**config.mk**
```make
export PLATFORM = sky130hd
export DESIGN_NAME = c_hazard_unit
export DESIGN_NICKNAME = d
export VERILOG_FILES = /design/src/rtl/c_hazard_pkg.sv /design/src/rtl/c_hazard_forward.sv /design/src/rtl/c_hazard_unit.sv
export SDC_FILE = /design/constraint.sdc
export NUM_CORES = 1
export LEC_CHECK = 0
export BUFFER_PORTS_ARGS = -buffer_cell sky130_fd_sc_hd__buf_4
export CORE_UTILIZATION = 37
export DETAILED_ROUTE_END_ITERATION = 16
export GPL_TIMING_DRIVEN = 0
export PLACE_DENSITY = 0.59
export SYNTH_ARGS = -nofsm -noshare
export SYNTH_HDL_FRONTEND = slang
export SYNTH_SLANG_ARGS = --single-unit
```
**constraint.sdc**
```tcl
create_clock -name clk -period 2.2 [get_ports clk]
set_clock_uncertainty 0.1 [all_clocks]
set_input_delay 0.11 -clock clk [delete_from_list [all_inputs] [get_ports clk]]
set_output_delay 0.11 -clock clk [all_outputs]
set_load 0.01 [all_outputs]
```
**src/rtl/c_hazard_pkg.sv**
```systemverilog
// Shared types and encodings for the F/D/E/W pipeline hazard controller.
package c_hazard_pkg;

    typedef enum logic [1:0] {
        RUN      = 2'b00,
        MEM_WAIT = 2'b01,
        FAULT    = 2'b10
    } hz_state_t;

    // Execute-path encodings, also used by the decoder and the ID/EX register.
    localparam logic [1:0] EXP_ALU  = 2'b00;
    localparam logic [1:0] EXP_MEM  = 2'b01;
    localparam logic [1:0] EXP_LINK = 2'b10;

    // Operand source selects. Codes 10 and 11 are reserved.
    localparam logic [1:0] FWD_RF = 2'b00;
    localparam logic [1:0] FWD_W  = 2'b01;

endpackage

```
**src/rtl/c_hazard_forward.sv**
```systemverilog
// W->E forwarding compare for a single E-stage source operand.
module c_hazard_forward
    import c_hazard_pkg::*;
(
    input  logic [4:0] rs_e,
    input  logic [4:0] rd_w,
    input  logic       reg_we_w,
    output logic [1:0] fwd
);

    // x0 is hardwired to zero, so a write to it is never forwarded.
    always_comb begin
        fwd = FWD_RF;
        if (reg_we_w && (rd_w != 5'd0) && (rd_w == rs_e)) begin
            fwd = FWD_W;
        end
    end

endmodule

```
**src/rtl/c_hazard_unit.sv**
```systemverilog
// Pipeline hazard controller: stall/flush generation, W->E forwarding,
// data-memory wait sequencing with timeout, and a stall-cycle counter.
//
// state    | meaning
// ---------+-----------------------------------------------------------
// RUN      | normal flow; branch flush and load-use bubble handled here
// MEM_WAIT | E-stage memory access outstanding; pipeline frozen
// FAULT    | memory never answered; pipeline frozen until reset
module c_hazard_unit
    import c_hazard_pkg::*;
#(
    parameter int TIMEOUT_CYCLES = 16,
    parameter int CNT_W          = 32
) (
    input  logic             clk,
    input  logic             reset,
    input  logic [4:0]       Rs1D,
    input  logic [4:0]       Rs2D,
    input  logic [4:0]       Rs1E,
    input  logic [4:0]       Rs2E,
    input  logic [4:0]       RdE,
    input  logic [4:0]       RdW,
    input  logic             RegWE_W_E,
    input  logic             RegWE_W_W,
    input  logic [1:0]       ExPathE,
    input  logic             MemWriteE,
    input  logic             PCSrcE,
    input  logic             DMemReadyE,
    output logic             StallF,
    output logic             StallD,
    output logic             StallE,
    output logic             FlushD,
    output logic             FlushE,
    output logic             FlushW,
    output logic [1:0]       ForwardAE,
    output logic [1:0]       ForwardBE,
    output logic             MemTimeout,
    output logic [CNT_W-1:0] StallCount
);

    // Last wait-counter value tolerated before the access is declared lost.
    localparam logic [7:0] WAIT_LAST = 8'(TIMEOUT_CYCLES - 1);

    hz_state_t  state, state_nxt;
    logic [7:0] wait_cnt, wait_cnt_nxt;
    logic       mem_e;
    logic       load_use;
    logic       mem_stall;
    logic       eval_flow;
    logic [1:0] fwd_a, fwd_b;

    c_hazard_forward u_fwd_a (
        .rs_e     (Rs1E),
        .rd_w     (RdW),
        .reg_we_w (RegWE_W_W),
        .fwd      (fwd_a)
    );

    c_hazard_forward u_fwd_b (
        .rs_e     (Rs2E),
        .rd_w     (RdW),
        .reg_we_w (RegWE_W_W),
        .fwd      (fwd_b)
    );

    // Hazard qualifiers for the instructions currently in D and E.
    always_comb begin
        mem_e    = (ExPathE == EXP_MEM) || MemWriteE;
        load_use = (ExPathE == EXP_MEM) && RegWE_W_E && (RdE != 5'd0) &&
                   ((RdE == Rs1D) || (RdE == Rs2D));
    end

    // State register and wait counter; reset abandons any pending access.
    always_ff @(posedge clk or posedge reset) begin
        if (reset) begin
            state    <= RUN;
            wait_cnt <= 8'd0;
        end else begin
            state    <= state_nxt;
            wait_cnt <= wait_cnt_nxt;
        end
    end

    // Next state and wait-counter sequencing; eval_flow marks cycles where
    // the branch/load-use rules may act because no memory stall is in force.
    always_comb begin
        state_nxt    = state;
        wait_cnt_nxt = wait_cnt;
        mem_stall    = 1'b0;
        eval_flow    = 1'b0;
        case (state)
            RUN: begin
                if (mem_e && !DMemReadyE) begin
                    mem_stall    = 1'b1;
                    state_nxt    = MEM_WAIT;
                    wait_cnt_nxt = 8'd1;
                end else begin
                    eval_flow = 1'b1;
                end
            end
            MEM_WAIT: begin
                if (DMemReadyE) begin
                    eval_flow    = 1'b1;
                    state_nxt    = RUN;
                    wait_cnt_nxt = 8'd0;
                end else begin
                    mem_stall = 1'b1;
                    if (wait_cnt == WAIT_LAST) begin
                        state_nxt = FAULT;
                    end else begin
                        wait_cnt_nxt = wait_cnt + 8'd1;
                    end
                end
            end
            FAULT: begin
                mem_stall = 1'b1;
            end
            default: begin
                state_nxt    = RUN;
                wait_cnt_nxt = 8'd0;
            end
        endcase
    end

    // Mealy stall/flush/forward outputs, all forced quiet while in reset.
    always_comb begin
        StallF    = 1'b0;
        StallD    = 1'b0;
        StallE    = 1'b0;
        FlushD    = 1'b0;
        FlushE    = 1'b0;
        FlushW    = 1'b0;
        ForwardAE = FWD_RF;
        ForwardBE = FWD_RF;
        if (!reset) begin
            ForwardAE = fwd_a;
            ForwardBE = fwd_b;
            if (mem_stall) begin
                StallF = 1'b1;
                StallD = 1'b1;
                StallE = 1'b1;
                FlushW = 1'b1;
            end else if (eval_flow && PCSrcE) begin
                FlushD = 1'b1;
                FlushE = 1'b1;
            end else if (eval_flow && load_use) begin
                StallF = 1'b1;
                StallD = 1'b1;
                FlushE = 1'b1;
            end
        end
    end

    // Sticky fault flag, visible from the first cycle spent in FAULT.
    always_ff @(posedge clk or posedge reset) begin
        if (reset) begin
            MemTimeout <= 1'b0;
        end else if (state_nxt == FAULT) begin
            MemTimeout <= 1'b1;
        end
    end

    // Saturating count of fetch-stall cycles.
    always_ff @(posedge clk or posedge reset) begin
        if (reset) begin
            StallCount <= '0;
        end else if (StallF && (StallCount != {CNT_W{1'b1}})) begin
            StallCount <= StallCount + 1'b1;
        end
    end

endmodule

```
After elaboration in Yosys (flattened, before gate mapping)
Index checks and enable logic that the tools add are counted.

Logic and storage cells: 66. Flip-flop bits (word level): 43. Output and inout port bits: 43. Input port bits: 39.

Add/sub/neg operators: 2. Reductions and logical operators: 17. Equality and inequality tests: 12. Bitwise logic cells: 1. Multiplexer cells: 30.

Operator list (count): adder 32 x 1 -> 32 bit, second input constant (1); inequality test 32 bit, second input constant (1); two-way mux 8 bit (3); one-hot mux 8 bit (3 select lines) (1); equality test 5 bit (4); two-way mux 1 bit (18); logical AND 1 bit (10); two-way mux 2 bit (5); nonzero test 5 bit (2); adder 8 x 1 -> 8 bit, second input constant (1); equality test 8 x 4 -> 1 bit, second input constant (1); one-hot mux 2 bit (3 select lines) (1); equality test 2 x 1 -> 1 bit, second input constant (2); equality test 2 bit, second input constant (2); inequality test 3 bit, second input constant (1); one-hot mux 1 bit (3 select lines) (1); AND reduction 3 bit (1); logical NOT 2 bit (1); logical OR 1 bit (2); inequality test 2 bit, second input constant (1); one-hot mux 1 bit (2 select lines) (1); logical NOT 1 bit (1); NOT 1 bit (1).

Logic depth before layout (Yosys ltp)
Depth in word-level cells: 11. Depth in mapped cells: 9. Depth with buffers taken out: 8.

Modules after synthesis
Synthesis repeated with hierarchy kept, for this count alone.

Cell total of the unflattened synthesis: 261. Area total of the unflattened synthesis: 2529.9 um^2.

Modules (own cells, without submodules): c_hazard_unit (seq. area each 1076.0 um^2, instances 1, cells an instance 237, area an instance 2354.8 um^2); c_hazard_forward (seq. area each 0.0 um^2, instances 2, cells an instance 12, area an instance 87.6 um^2).

Worst setup path after synthesis
No wires, ideal clock.

Kind: register to register. Start point: reg StallCount[0]. End point: reg StallCount[1]. Setup slack: 117 ps. Setup time: 125 ps. Data required time: 1975 ps. Cell stages (with the launch flop): 8. Path buffers: 0. Period minus slack after synthesis: 2083 ps. Arrival: 1858 ps. Path through: dfrtp_1 > ha_1 > and2_1 > nand4_4 > nor3_4 > nand2_4 > o21ai_4 > mux2_2.

Word-level cells in the longest chain between the ends: 2. Elaborated cells on any way between the ends: 3. Classes of those cells: 1 x add/sub; 1 x eq/ne; 1 x reduce/logical.

RTL lines: from (decl) (RTL line c_hazard_unit.sv:38) `output logic [CNT_W-1:0] StallCount`; from (signal assigned) (RTL line c_hazard_unit.sv:168) `StallCount <= StallCount + 1'b1;`; parallel branches: the longest is 2 deep, another holds adder 32 x 1 -> 32 bit.

Parallel ways; which one is timed is not known. A chain may end at the register's enable or synchronous reset.

Final worst setup path
Start point: reg StallCount[25]. End point: reg StallCount[3].

Word-level cells in the longest chain between the ends: 2.

RTL lines: inequality test 32 bit (RTL line c_hazard_unit.sv:167) `end else if (StallF && (StallCount != {CNT_W{1'b1}})) begin`; logical AND 1 bit (RTL line c_hazard_unit.sv:167).

No other way between the ends.

==> results.md <==
* Outcome: complete, no violations
* Min Tclk post-route at around 2.1 ns
* Nets at ~400
* Setup-failing EPs final at 0
* Detailed-route via count at about 2,200
* GRT Util Overall at between 10% and 20%
* Clock buffer depth at 2
* CP most frequent cell: and3_1
* Worst hold slack at roughly 0.090 ns
* Synth Instances at 266
* Cell Rows at 30
* CORE AREA at 0.00679 sq mm
* Clock root buffer: clkbuf_8
* Distinct cells, synth at 51
* CTS Buf Count at 5
* Worst path cell trace: and3_1 > and3_4 > and3_1 > nand2_4 > o21ai_4 > or3_1 > xnor2_1
* Clk Latency, worst-skew pair at 0.30 ns
* Most used DFF post-synth: dfrtp_1
* CTS tree: built
* Yosys Warn Count at 0
* Post-Route WL at approximately 6000 um
* Critical path startpoint category: flip-flop
* Detail Placement HPWL at 4380 um
* Clock Pin Slew Worst Setup and Hold Paths at 0.08 ns
* Worst r2r src: StallCount[25]$_DFFE_PP0P_
* Largest cells by area after synthesis: dfrtp_1 42%, xnor2_1 9.8%, xor2_1 6.1%, nand2_1 3.8%, nand3_1 3.3%
* Critical path required time at around 2.3 ns
* First-pass GRT wire length at slightly above 10,000 um
* Crit-path slowest cell: dfrtp_1
* Die height at about 86 um
* Die X at 85.7 um
* DR vias/cell at between 4 and 5
* Final worst-path cycle share at a little over nine tenths
* M3 GR Usage at between 3 and 4%
* Hold/Removal Path Class: in -> reg
* Cell area after synthesis at 0.00259 sq mm
* Crit Path Category: reg -> reg
* Worst reg2reg endpoint: StallCount[3]$_DFFE_PP0P_
* GR met2 Demand/Resource at between 20% and 30%
* Average wire per cell in the routed design at 13.0 um
* Worst EP arrival at approximately 2.2 ns
* Design Power at ~0.0019 W
* GR Overflow Total at 0
* Drt drc at 0
* Largest net degree at the start of global routing at 33
* Critical Path Sink: StallCount[3]$_DFFE_PP0P_
* CP max FO at 8
* Max VDD drop at between 200 and 250 uV
* GR met1 Demand/Resource at 22.4%
* GPL Wtd Cong at roughly 0.76
* Drt first pass iters at 4
* Commonest cells in the netlist: 43 x dfrtp_1, 29 x xnor2_1, 26 x nand2_1
* Async set or reset register ratio after synthesis at between 90% and 100%
* Mapped Avg Cell Area at between 9 and 10 sq um
* Area of the die at between 0.007 and 0.008 sq mm
* Ports at 82
* Share of the synthesized area in the top cell type at 41.5%
* Area Growth Syn to Fin at 35.3%
* Endpoints failing hold at 0
* Total of max-cap violations at 0
* Vias in the first global route at 2,196
* Fmax achieved at roughly 470 MHz
* Initial antenna violation count at 0
* Synth area leader: dfrtp_1
* H-tree Lvls at 2
* Setup TNS at 0 ns
* CP startpoint: StallCount[25]$_DFFE_PP0P_
* Ant diodes at 0
* Most frequent cell after synthesis: dfrtp_1
* Post-synth EDFFs at 0
* Busiest layer in global routing: met2
* Antenna Violating Nets Remaining at 0
* Worst setup EP type: flip-flop
* DRT iter0 DRCs at 62
* Clock net sink count at 43
* Layout cell share with drive strength beyond 1 at roughly 36%
* R2R setup slack at slightly below 0.09 ns
* Number of synthesized register bits at between 40 and 50
* Worst-case reg-to-reg path depth at 7
* Cell Pwr Density at between 500 and 600 mW/mm^2
* Starting Density at a little under two fifths
* Max Slew Vio Count at 0
* Port-buffer cells at 79
* Static Leak at ~1.7 nW
* Worst path max stage delay at about 0.44 ns
* Sequential element share of the synthesized area at around two fifths
worst min-delay path by stage:
stage / start / end / slack, ns / cells after the start
5_1_grt: DMemReadyE / wait_cnt[0]$_DFFE_PP0P_ / 0.1 / 3
3_3_place_gp: MemTimeout$_DFFE_PP0N_ / MemTimeout$_DFFE_PP0N_ / 0.36 / 1
2_1_floorplan: reset / FlushW / 0.16 / 1
3_5_place_dp: reset / state[0]$_DFF_PP0_ / 0.02 / 2
6_report: DMemReadyE / wait_cnt[0]$_DFFE_PP0P_ / 0.09 / 3
4_1_cts: DMemReadyE / wait_cnt[6]$_DFFE_PP0P_ / 0.09 / 5
layout make-up:
type,count,area (sq um)
tap,96,120
clock buffer,6,72.6
fill,663,3290
sequential,43,1080
inverter,5,18.8
timing repair buffer,86,673
clock inverter,2,12.5
multi-input combinational,211,1450
buffer,8,77.6
cell usage in the layout (no fill, tap or decap), types with 3 or more instances in the layout:
master    synthesis  routed
a21oi_1           5       5
a31oi_1           3       3
and2_1            5       4
and3_1           11      11
buf_12            1       3
buf_4             4      87
clkbuf_8          0       5
dfrtp_1          43      42
inv_1             5       4
mux2_2            3       3
nand2_1          26      26
nand2b_1          3       3
nand3_1          17      16
nand4_1           7       7
nor2_1           16      15
nor2_2            2       3
nor3_1           11       8
nor3_2            4       7
o21ai_0          12      12
or3_1             3       3
xnor2_1          29      29
xor2_1           18      18
registers in the layout (all words and copies together), names as in the netlist:
name	count
StallCount	32
wait_cnt	8
state	2
MemTimeout	1
worst max-delay path: cells and delay by family (launching register included):
kind,cells,cell delay (ns)
xor gates and xnor gates,1,0.13
AOI/OAI and AO/OA,1,0.13
DFF,1,0.44
and+or+nand+nor,5,1.19
routing by layer:
layer  routed length, um  up-vias
met5                   0        -
met4                  53        0
met3                 271        5
met2                2770       51
met1                2830     1050
li1                    -     1119
power by group:
| group | switching, W | internal, W |
|---|---|---|
| combinational | 0.000213 | 0.000256 |
| sequential | 0.0000717 | 0.000853 |
| clock | 0.000287 | 0.000222 |
kinds of logic (layout without fill, tap and decap cells):
family	count (synthesis)	after routing	share of synthesized area, %
compound gates	34	34	9.03
xor+xnor	47	47	15.9
fa+ha+maj	2	2	0.966
buf+inv	13	107	3.67
flops	43	43	41.5
mux	3	3	1.30
other cells	1	2	0.145
simple gates	123	123	27.4
through the flow:
step           worst slack [ns]  cell area [sq um]  util [%]  std cells
2_1_floorplan             0.117               2590         -        267
3_3_place_gp             -0.425               3310      48.7        442
3_5_place_dp             -0.106               3330      49.0        443
4_1_cts                0.000109               3470      51.1        457
5_1_grt             -0.00000555               3500      51.6        457
6_report                 0.0895               3500      51.6        457
what timing repair did:
action,in CTS,in global routing
buffers inserted,5,0
hold buffers,1,0
pin swaps,2,1
endpoints found under the hold margin,11,0
resized for setup,1,9
setup endpoints to repair,14,22
No activity file was read; power rests on OpenSTA's default activity.
